`src/rtl/bus_arbiter.sv`:
```
// Cycle-stealing arbiter: shares the 65C02 memory bus between the CPU and two
// bus-master requesters by stalling the core through RDY and muxing AB/DO/WE.
module bus_arbiter #(
   parameter int MAX_BURST = 16,
   parameter int CPU_MIN   = 4
) (
   input  logic        clk,
   input  logic        RST,
   input  logic        RDY_IN,
   input  logic [15:0] CPU_AB,
   input  logic [7:0]  CPU_DO,
   input  logic        CPU_WE,
   output logic        CPU_RDY,
   input  logic [1:0]  REQ,
   output logic [1:0]  GNT,
   input  logic [31:0] DEV_AB,
   input  logic [15:0] DEV_DO,
   input  logic [1:0]  DEV_WE,
   output logic [15:0] AB,
   output logic [7:0]  DO,
   output logic        WE
);

   typedef enum logic [1:0] {
      S_CPU,
      S_STALL,
      S_DEV,
      S_RELEASE
   } state_t;

   localparam logic [7:0] BURST_LOAD = 8'(MAX_BURST);
   localparam logic [7:0] MIN_LOAD   = 8'(CPU_MIN);

   state_t      state;
   logic        owner;
   logic        last;
   logic [7:0]  burst;
   logic [7:0]  min_cnt;
   logic        next_owner;
   logic        stall;
   logic [15:0] dev_ab;
   logic [7:0]  dev_do;

   // With both requesting, the device that did not own the previous burst wins.
   assign next_owner = (REQ == 2'b11) ? ~last : REQ[1];

   always_ff @(posedge clk or negedge RST) begin
      if (!RST) begin
         state   <= S_CPU;
         owner   <= 1'b0;
         last    <= 1'b1;
         burst   <= 8'd0;
         min_cnt <= 8'd0;
         GNT     <= 2'b00;
      end else begin
         unique case (state)
            S_CPU: begin
               if (min_cnt != 8'd0)
                  min_cnt <= min_cnt - 8'd1;
               if ((|REQ) && (min_cnt == 8'd0) && !CPU_WE && RDY_IN)
                  state <= S_STALL;
            end
            S_STALL: begin
               if (REQ == 2'b00) begin
                  state <= S_RELEASE;
               end else begin
                  owner <= next_owner;
                  burst <= BURST_LOAD;
                  GNT   <= next_owner ? 2'b10 : 2'b01;
                  state <= S_DEV;
               end
            end
            S_DEV: begin
               burst <= burst - 8'd1;
               if (!REQ[owner] || (burst == 8'd1)) begin
                  last  <= owner;
                  GNT   <= 2'b00;
                  state <= S_RELEASE;
               end
            end
            S_RELEASE: begin
               min_cnt <= MIN_LOAD;
               state   <= S_CPU;
            end
            default: state <= S_CPU;
         endcase
      end
   end

   assign stall   = (state != S_CPU);
   assign CPU_RDY = RDY_IN & ~stall;
   assign dev_ab  = owner ? DEV_AB[31:16] : DEV_AB[15:0];
   assign dev_do  = owner ? DEV_DO[15:8]  : DEV_DO[7:0];

   // The CPU cycle repeats while stalled, so its write must not hit memory then.
   always_comb begin
      AB = CPU_AB;
      DO = CPU_DO;
      WE = CPU_WE;
      unique case (state)
         S_DEV: begin
            AB = dev_ab;
            DO = dev_do;
            WE = DEV_WE[owner] & REQ[owner];
         end
         S_STALL, S_RELEASE: WE = 1'b0;
         default: ;
      endcase
   end

endmodule

```
`config.mk`:
```
export PLATFORM = sky130hd
export DESIGN_NAME = bus_arbiter
export DESIGN_NICKNAME = d
export VERILOG_FILES = /design/src/rtl/bus_arbiter.sv
export SDC_FILE = /design/constraint.sdc
export NUM_CORES = 1
export LEC_CHECK = 0
export ABC_AREA = 1
export CORE_MARGIN = 2
export CORE_UTILIZATION = 39
export CTS_CLUSTER_SIZE = 8
export DETAILED_ROUTE_END_ITERATION = 12
export DONT_BUFFER_PORTS = 1
export PLACE_DENSITY_LB_ADDON = 0.25
export SYNTH_ARGS = -nofsm -noshare
export SYNTH_HDL_FRONTEND = slang
export SYNTH_SLANG_ARGS = --single-unit
```
`constraint.sdc`:
```
create_clock -name clk -period 1.6 [get_ports clk]
set_input_delay 0.4 -clock clk [delete_from_list [all_inputs] [get_ports clk]]
set_output_delay 0.4 -clock clk [all_outputs]
set_load 0.1 [all_outputs]
```
# Yosys cells after proc, flatten, opt, wreduce, memory -nomap -nowiden
# Index checks and enable logic that the tools add are counted.
dict set report word_totals {
  regBits 22
  out_inout_bits 28
}
dict set report classes {
  add_sub_neg 2
  magnitude_cmp 1
  n_eq_ne 9
  mux 22
  n_bitwise 5
  n_reduce_logical 21
}
# cell count
set op_table {}
lappend op_table {{$mux W16} 2}
lappend op_table {{$mux W8} 4}
lappend op_table {{$pmux W8 S2} 2}
lappend op_table {{$sub A8 B1 Y8 const B} 2}
lappend op_table {{$mux W2} 5}
lappend op_table {{$reduce_and A2 Y1} 5}
lappend op_table {{$eq A8 B1 Y1 const B} 1}
lappend op_table {{$logic_not A8 Y1} 1}
lappend op_table {{$ne A2 B2 Y1 const B} 4}
lappend op_table {{$pmux W2 S4} 1}
lappend op_table {{$reduce_bool A8 Y1} 1}
lappend op_table {{$eq A2 B2 Y1 const B} 3}
lappend op_table {{$mux W1} 6}
lappend op_table {{$reduce_bool A2 Y1} 3}
lappend op_table {{$logic_not A2 Y1} 2}
lappend op_table {{$pmux W2 S2} 1}
lappend op_table {{$reduce_or A2 Y1} 2}
lappend op_table {{$logic_and A1 B1 Y1} 3}
lappend op_table {{$not A1 Y1} 3}
lappend op_table {{$reduce_and A3 Y1} 1}
lappend op_table {{$and A1 B1 Y1} 2}
lappend op_table {{$eq A2 B1 Y1 const B} 1}
lappend op_table {{$logic_not A1 Y1} 2}
lappend op_table {{$lt A1 B2 Y1 const B} 1}
lappend op_table {{2 further kinds} 2}

# Longest topological paths before layout
# Gate-level depths: netlist of the first run.
dict set report logic_depth {
  word_depth 6
  ltp_mapped 9
  mapped_depth_nobuf 9
}

# Least setup slack after synthesis of the first run
# Ideal clock, no wire load.
dict set report synth_path {
  path_kind {reg-to-output}
  from {reg state[0]}
  to {out AB[14]}
  arrival_ns 3.173
  required_ns 1.200
  path_slack_ns -1.973
  path_stages_with_launch 6
  path_buffers 1
  path_cell_list {dfrtp_1 > inv_1 > ha_1 > clkbuf_1 > o21ai_0 > o21ai_0}
}
dict set report synth_between {
  elab_chain_cells 2
}
# element line
set synth_rtl {}
lappend synth_rtl {{start: declaration} 34} ;# state_t state;
lappend synth_rtl {{start signal: assignment} 49} ;# state <= S_CPU;
lappend synth_rtl {{start signal: assignment} 61} ;# state <= S_STALL;
lappend synth_rtl {{start signal: assignment} 65} ;# state <= S_RELEASE;
lappend synth_rtl {{$eq A2 B2 Y1} 100} ;# unique case (state)
lappend synth_rtl {{$mux W16} 100}
lappend synth_rtl {{end: declaration} 19} ;# output logic [15:0] AB,
# Every way passes these cells.

# Final worst setup path of the first run
dict set report layout_path {
  from {reg state[0]}
  to {out AB[11]}
}
# Same word-level chain as after synthesis.

==> results of run 1 <==
## placed cells by master, fill, tap and decap left out, drive strengths merged
| master | n |
|---|---|
| o2111ai | 1 |
| nand3 | 20 |
| clkinvlp | 1 |
| nor2 | 42 |
| xor2 | 2 |
| inv | 32 |
| a21oi | 6 |
| dfstp | 1 |
| o22ai | 2 |
| nand4 | 7 |
| nor3 | 1 |
| nand2 | 77 |
| buf | 60 |
| dlymetal6s4s | 1 |
| dfrtp | 21 |
| o21ai | 68 |
| or2 | 1 |
| clkbuf | 4 |
| ha | 8 |
## cell families after synthesis
group | count (synthesis) | synth area share (%)
xor+xnor | 2 | 0.913
simple gates | 148 | 34.1
flops | 22 | 28.7
fa+ha+maj | 8 | 5.22
buf+inv | 44 | 9.65
compound gates | 77 | 21.4
## cell usage after synthesis (all sizes together)
library cell	count
ha	8
a21oi	6
buf	7
nor2	42
nand4	7
nand2	77
dfstp	1
nand3	20
o22ai	2
or2	1
clkbuf	4
o2111ai	1
xor2	2
o21ai	68
nor3	1
inv	33
dfrtp	21
## cell type report
type | count | share of cell area [%]
repair buffers | 61 | 26.4
inverters | 33 | 4.01
flip-flops and latches | 22 | 16.5
multi-input cells | 235 | 49.0
well taps | 67 | 2.49
clock buffers | 4 | 1.64
## worst paths after layout
kind,slack (ns),end
setup / recovery,-0.38,AB[11]
hold / removal,0.35,min_cnt[0]$_DFFE_PN0P_
setup reg to reg,0.05,burst[6]$_DFFE_PN0P_
hold reg to reg,0.48,min_cnt[0]$_DFFE_PN0P_
max in group asynchronous,0.58,owner$_DFFE_PN0P_
min in group clk,0.40,owner$_DFFE_PN0P_
## worst max-delay path, cell delays in order (launching register included)
cell	delay [ns]
dfrtp_1	0.40
inv_2	0.09
ha_4	0.19
buf_12	0.17
o21ai_2	0.08
o21ai_4	0.18
buf_12	0.19
## what timing repair did
action	in CTS	in global routing
hold endpoints to repair	22	0
gates cloned	1	0
hold buffers	1	0
endpoints found under the setup margin	27	40
gates resized for setup	32	22
buffers inserted	5	4
pin swaps	17	10
## per-stage QoR
stage	instances	hold WS, ns	instance area [um^2]
after floorplan	301	0.104	2300
after global placement	409	0.105	3070
after detailed placement	409	0.105	3070
after CTS	420	0.400	3280
after global routing	422	0.414	3370
final	422	0.353	3370
## flip-flops by register name, indices dropped and copies added (netlist names)
| signal | count |
|---|---|
| burst | 8 |
| min_cnt | 8 |
| GNT | 2 |
| state | 2 |
| last | 1 |
| owner | 1 |
## per-layer routing
metal  global-route usage, %  vias up  wire (um)
met5                       0        -          0
met4                    7.47        0        117
met3                    3.79       12        453
met2                    39.6       82       3360
met1                    25.9     1015       2400
li1                        -     1100          -
==> impl_metrics.json, run 1 <==
{
  "run_status": "finished with violations",
  "violations": "setup timing",
  "clk_pin_slew_worst_paths_ns": 0.08,
  "areaGrowthSynthToFinish_pct": 75.4,
  "criticalPathCategory": "flop to primary output",
  "core_area_um2": 4720,
  "ctsHtreeMaxLevel": 1,
  "die_width_um": 74.2,
  "fillCellCount": 330,
  "synth.top_cell.area_share_pct": 27.4,
  "crit_path_start_kind": "flop",
  "top_level_ports": 108,
  "wire_length_of_the_first_global_routing_pass_um": 9560,
  "syn_inst": 301,
  "drive_above_1_share_pct": 43.9,
  "clkLatencyLatePin_ns": 0.27,
  "critical_path_required_ns": 1.20,
  "critPathLaunch": "state[0]$_DFFE_PN0P_",
  "drt_first_pass_iters": 4,
  "totalWireLength_um": 6330,
  "post_synth_main_area_contributors": "dfrtp_1, nand2_1, o21ai_0",
  "end_kind": "primary output",
  "ctsRootBufferMaster": "clkbuf_8",
  "ys_ff_latch": 22,
  "unrepaired_setup_endpoints_after_global_routing": "true",
  "max_freq_mhz": 505,
  "first_global_vias": 2084,
  "cap_viol_max_count": 0,
  "clk_path_buf_depth": 2,
  "drt_iter0_drc": 96,
  "placement.setup.worst_slack_ns": -0.134,
  "area_occupied_by_multi_input_gates_um2": 1650,
  "floorplan.initialDensity_pct": 40.6,
  "via_count": 2209,
  "fin_tns_setup_ns": -8.86,
  "timing.slew.headroom_pct": 34.6,
  "synth_area_um2": 1920,
  "avgViaCountPerCell": 5.23,
  "port-buffer-count": 0,
  "seq_area_frac_synth_pct": 28.7,
  "yosysTopAreaCell": "dfrtp_1",
  "finalSetupViolations": 26,
  "cts_tree": "yes",
  "number_of_nets_in_the_finished_design": 444,
  "synthesis.nets": 389,
  "min_period_over_period_pct": 124,
  "critical_path_peak_fanout": 13,
  "slew_viol_final": 0,
  "syn_area_per_cell_um2": 6.38,
  "die_height_um": 74.2,
  "n_antenna_cell": 0,
  "grt_overflow": 0,
  "ys_warn_count": 0,
  "drcViolationCount": 0,
  "worst-slew-pin-transition_ns": 0.981,
  "grt_max_degree": 23,
  "design.die.area_um2": 5500,
  "setup_slack_ns": -0.379,
  "startpoint_of_the_worst_register_to_register_path": "state[1]$_DFFE_PN0P_",
  "finalHoldViolCount": 0,
  "num_rows": 25,
  "worst_ep_arrival_time_ns": 1.58,
  "cts_made_buffers": 3,
  "finish.utilization_pct": 71.3,
  "gp_congestion": 0.844,
  "hold_path.class": "input pin to async pin",
  "grt_antenna_before_repair": 0,
  "worst_r2r_path_depth": 11,
  "finClkSkew_ns": 0.00325,
  "hpwl_um": 4880,
  "ant_nets": 0,
  "globalRouteTotalUtil_pct": 21.8,
  "clock_sinks": 22,
  "seqCellArea_um2": 554,
  "min_period_ns": 1.98,
  "number_of_distinct_library_cell_variants_in_the_gate_level_netlist_after_synthesis": 28,
  "wl_per_cell_um": 15.0
}
Power of run 1 is left out: the tool's default activity adds up to more than one toggle a clock period on the data nets, which glitch-free logic cannot reach.
==> run 2: changes to the inputs <==
--- a/config.mk
+++ b/config.mk
@@ -12,6 +12,7 @@
 export DETAILED_ROUTE_END_ITERATION = 12
 export DONT_BUFFER_PORTS = 1
 export PLACE_DENSITY_LB_ADDON = 0.25
+export SETUP_SLACK_MARGIN = 0.05
 export SYNTH_ARGS = -nofsm -noshare
 export SYNTH_HDL_FRONTEND = slang
 export SYNTH_SLANG_ARGS = --single-unit
==> run 2 against run 1 <==
Compared with the run above:
- the run still ends with setup timing left
- via count rose by 0.77%
- first-iteration DRC count decreased by 22%
- clock-buffer cell count is the same
- sequential share of layout area rose by 0.49 points
- critical endpoint is now DO[3]
- highest routed layer unchanged
==> impl_metrics.json, run 2 (synthesis gave the netlist of run 1 again) <==
{
  "timing.slew.headroom_pct": 31.2,
  "ctsHtreeMaxLevel": 1,
  "layout_common_cells": "nand2_1, nor2_1, buf_12",
  "floorplan.initialDensity_pct": 40.6,
  "clk_path_buf_depth": 2,
  "unrepaired_setup_endpoints_after_global_routing": "true",
  "criticalPathCategory": "flop to primary output",
  "via_count": 2226,
  "rr_endpoint": "burst[6]$_DFFE_PN0P_",
  "globalRouteTotalUtil_pct": 22.8,
  "min_period_over_period_pct": 124,
  "clkLatencyLatePin_ns": 0.27,
  "fillCellCount": 358,
  "wl_per_cell_um": 15.5,
  "layout.cells.most_common": "nand2_1",
  "fin_tns_setup_ns": -9.12,
  "worst-slew-pin-transition_ns": 1.03,
  "areaGrowthSynthToFinish_pct": 69.9,
  "n_antenna_cell": 0,
  "avgViaCountPerCell": 5.34,
  "numPlacedInstances": 408,
  "violations": "setup timing",
  "totalWireLength_um": 6470,
  "top_level_ports": 108,
  "worst_ep_arrival_time_ns": 1.59,
  "finalNonFillerCells": 417,
  "run_status": "finished with violations",
  "grt_antenna_before_repair": 0,
  "number_of_nets_in_the_finished_design": 439,
  "grt_overflow": 0,
  "port-buffer-count": 0,
  "first_global_vias": 2201,
  "cts_tree": "yes",
  "setup_slack_ns": -0.391,
  "wire_length_of_the_first_global_routing_pass_um": 9820,
  "drive_above_1_share_pct": 39.7,
  "clk_pin_slew_worst_paths_ns": 0.08,
  "r2r_slack_ns": 0.01,
  "die_height_um": 74.2,
  "slew_viol_final": 0,
  "worst_r2r_path_depth": 10,
  "critical_path_peak_fanout": 24,
  "max_freq_mhz": 502,
  "largestRegisters": "burst (8), min_cnt (8)",
  "clock_sinks": 22,
  "die_width_um": 74.2,
  "crit_path_start_kind": "flop",
  "cap_viol_max_count": 0,
  "hold_path.class": "input pin to async pin",
  "gp_congestion": 0.903,
  "cts_made_buffers": 3,
  "startpoint_of_the_worst_register_to_register_path": "state[0]$_DFFE_PN0P_",
  "critical_path_required_ns": 1.20,
  "drt_iter0_drc": 75,
  "min_period_ns": 1.99,
  "finalHoldViolCount": 0,
  "design.die.area_um2": 5500,
  "drt_first_pass_iters": 4,
  "setup.worst_path.end": "DO[3]",
  "drcViolationCount": 0,
  "critPathLaunch": "state[1]$_DFFE_PN0P_",
  "num_rows": 25,
  "finalSetupViolations": 26,
  "finClkSkew_ns": 0.00256,
  "ctsRootBufferMaster": "clkbuf_8",
  "ant_nets": 0,
  "grt_max_degree": 27,
  "end_kind": "primary output",
  "hpwl_um": 5070,
  "core_area_um2": 4720
}
[run 2: changes by cell type in the layout (fill, tap and decap cells not counted), sizes merged]
cell,delta
buf,-5
[run 2: worst min-delay path by stage]
stage	startpoint	end	depth (start not counted)	slack, ns
after detailed placement	RST	min_cnt[5]$_DFFE_PN0P_	0	0.10
after floorplan	RST	GNT[0]$_DFFE_PN0P_	0	0.10
after global routing	REQ[0]	owner$_DFFE_PN0P_	3	0.43
after CTS	REQ[0]	owner$_DFFE_PN0P_	3	0.40
final	RST	GNT[0]$_DFFE_PN0P_	1	0.38
after global placement	RST	min_cnt[5]$_DFFE_PN0P_	0	0.10
[run 2: final cells by class]
cell class | count | area, um^2 | share of cell area (%)
clock buffers | 4 | 55.1 | 1.69
inverters | 33 | 128 | 3.91
multi-input cells | 235 | 1620 | 49.7
flip-flops and latches | 22 | 553 | 17.0
well taps | 67 | 83.8 | 2.57
repair buffers | 56 | 821 | 25.2
[run 2: routing by layer]
metal	routed length, um	global-route usage (%)
met1	2460	25.5
met2	3380	42.3
met3	433	3.93
met4	203	9.70
met5	0	0
[run 2: critical path: stages (launching register included)]
cell and delay (ns):
dfrtp_2 0.44, ha_4 0.19, inv_1 0.11, buf_12 0.18
nand2_1 0.11, o21ai_4 0.09, buf_12 0.20
[run 2: timing repair]
action / CTS / global route
buffers inserted: 3 / 2
hold endpoints to repair: 22 / 0
setup endpoints to repair: 33 / 67
hold buffers: 1 / 0
pin swaps: 14 / 3
resized for setup: 19 / 15
[run 2: metrics by stage]
step	setup slack, ns	area [um^2]	hold WS, ns	utilization, %
3_5_place_dp	-0.130	3070	0.105	65.0
5_1_grt	-0.441	3260	0.426	69.1
6_report	-0.391	3260	0.385	69.1
4_1_cts	-0.384	3200	0.405	67.7
2_1_floorplan	-0.318	2300	0.104	-
3_3_place_gp	-0.0852	3070	0.105	65.0
Power of run 2 is left out for the same reason.
==> run 3: changes to the inputs <==
--- a/config.mk
+++ b/config.mk
@@ -6,6 +6,7 @@
 export NUM_CORES = 1
 export LEC_CHECK = 0
 export ABC_AREA = 1
+export CORE_ASPECT_RATIO = 0.6
 export CORE_MARGIN = 2
 export CORE_UTILIZATION = 39
 export CTS_CLUSTER_SIZE = 8
==> run 3 against run 2 <==
Compared with the run above:
- the run still ends with setup timing left
- highest routed layer unchanged
- worst setup slack better by 0.027 ns
- via count down 0.76%
- critical endpoint is now AB[9]
- fmax up 1.4%
- global-route usage down 1.1 points
- wire length down 3.1%
==> impl_metrics.json, run 3 (synthesis gave the netlist of run 1 again) <==
{
  "critPathLaunch": "state[1]$_DFFE_PN0P_",
  "run_status": "finished with violations",
  "globalRouteTotalUtil_pct": 21.6,
  "worst_r2r_path_depth": 10,
  "max_stage_delay_on_crit_path_ns": 0.44,
  "crit_path_start_kind": "flop",
  "clk_path_buf_depth": 2,
  "rr_endpoint": "burst[3]$_DFFE_PN0P_",
  "number_of_logic_stages_on_the_critical_path_including_buffering": 6,
  "timing.slew.headroom_pct": 32.4,
  "cts_made_buffers": 3,
  "top_level_ports": 108,
  "cap_viol_max_count": 0,
  "crit_top_cell": "buf_12",
  "cp_cell_sequence": "ha_4 > inv_1 > buf_12 > nand2_1 > o21ai_4 > buf_12",
  "stdcell_area_um2": 3340,
  "r2r_slack_ns": 0.02,
  "die_width_um": 94.6,
  "totalWireLength_um": 6280,
  "number_of_nets_in_the_finished_design": 441,
  "port-buffer-count": 0,
  "gp_congestion": 0.881,
  "finClkSkew_ns": 0.00628,
  "max_freq_mhz": 509,
  "slew_viol_final": 0,
  "seqCellArea_um2": 553,
  "ant_nets": 0,
  "largestRegisters": "burst (8), min_cnt (8)",
  "worst_ep_arrival_time_ns": 1.56,
  "wl_per_cell_um": 15.1,
  "first_global_vias": 2065,
  "hold_path.class": "input pin to async pin",
  "critical_path_peak_fanout": 25,
  "violations": "setup timing",
  "layout_common_cells": "nand2_1, nor2_1, buf_12",
  "min_period_ns": 1.96,
  "startpoint_of_the_worst_register_to_register_path": "state[1]$_DFFE_PN0P_",
  "worst-slew-pin-transition_ns": 1.01,
  "area_occupied_by_multi_input_gates_um2": 1640,
  "min_period_over_period_pct": 123,
  "drcViolationCount": 0,
  "hpwl_um": 4890,
  "drive_above_1_share_pct": 42.0,
  "end_kind": "primary output",
  "n_antenna_cell": 0,
  "drt_iter0_drc": 65,
  "criticalPathCategory": "flop to primary output",
  "timing.critical_path.buf_inv": 3,
  "finalHoldViolCount": 0,
  "fillCellCount": 350,
  "critical_path_required_ns": 1.20,
  "placement.cell_area_um2": 3070,
  "die_height_um": 58.3,
  "grt_antenna_before_repair": 0,
  "layout.cells.most_common": "nand2_1",
  "clock_sinks": 22,
  "clkLatencyLatePin_ns": 0.27,
  "slowest_stage": "dfrtp_2",
  "finalSetupViolations": 26,
  "cts_tree": "yes",
  "areaGrowthSynthToFinish_pct": 74.3,
  "via_count": 2209,
  "cpLargestDelayFamily": "buffers and inverters",
  "setup.worst_path.end": "AB[9]",
  "drt_first_pass_iters": 4,
  "setup_slack_ns": -0.363,
  "wire_length_of_the_first_global_routing_pass_um": 9610,
  "ctsHtreeMaxLevel": 1,
  "clk_pin_slew_worst_paths_ns": 0.09,
  "core_area_um2": 4660,
  "grt_overflow": 0,
  "unrepaired_setup_endpoints_after_global_routing": "true",
  "ctsRootBufferMaster": "clkbuf_8",
  "design.die.area_um2": 5520,
  "avgViaCountPerCell": 5.32,
  "num_rows": 19,
  "grt_max_degree": 26,
  "floorplan.initialDensity_pct": 41.2
}
[run 3: worst reg2reg max path: stages, from the launching register on]
cell	delay, ns
dfrtp_2	0.44
inv_2	0.11
buf_4	0.12
ha_1	0.22
inv_2	0.09
nand2_4	0.07
nand2_4	0.07
buf_4	0.15
nand2_1	0.06
nand2_1	0.08
a21oi_2	0.12
[run 3: final cells by class]
type                       count  share of cell area, %
tap                           63                   2.36
timing repair buffer          58                   26.0
clock inverter                 1                  0.898
inverter                      33                   3.89
sequential                    22                   16.5
clock buffer                   3                   1.23
multi-input combinational    235                   49.1
[run 3: timing repair]
item / CTS / global route
pin swaps: 12 / 18
resized for setup: 19 / 26
setup endpoints to repair: 32 / 64
hold endpoints to repair: 22 / 0
gates cloned: 0 / 0
setup buffers: 2 / 4
hold buffers: 1 / 0
[run 3: metrics by stage]
| stage | util, % | hold slack (ns) | instances | setup slack, ns | setup TNS, ns |
|---|---|---|---|---|---|
| after floorplan | - | 0.104 | 301 | -0.318 | -7.67 |
| after global placement | 65.9 | 0.105 | 405 | -0.0811 | -1.51 |
| after detailed placement | 65.9 | 0.105 | 405 | -0.122 | -2.15 |
| after CTS | 69.2 | 0.385 | 412 | -0.369 | -8.96 |
| after global routing | 71.8 | 0.398 | 415 | -0.426 | -10.54 |
| final | 71.8 | 0.366 | 415 | -0.363 | -8.87 |
[run 3: how the worst min path moves through the flow]
stage / start / to / slack, ns / depth (start not counted)
CTS: REQ[0] / GNT[0]$_DFFE_PN0P_ / 0.38 / 2
finish: RST / min_cnt[3]$_DFFE_PN0P_ / 0.37 / 1
detailed placement: RST / min_cnt[1]$_DFFE_PN0P_ / 0.10 / 0
global placement: RST / min_cnt[5]$_DFFE_PN0P_ / 0.10 / 0
global route: REQ[0] / owner$_DFFE_PN0P_ / 0.40 / 3
floorplan: RST / GNT[0]$_DFFE_PN0P_ / 0.10 / 0
[run 3: layer usage]
metal | up-vias | part of all wire (%) | global-route usage, %
met5 | - | 0 | 0
met4 | 0 | 0.33 | 2.28
met3 | 2 | 7.0 | 5.76
met2 | 72 | 50 | 35.8
met1 | 1044 | 43 | 29.8
li1 | 1091 | - | -
Power of run 3 is left out for the same reason.
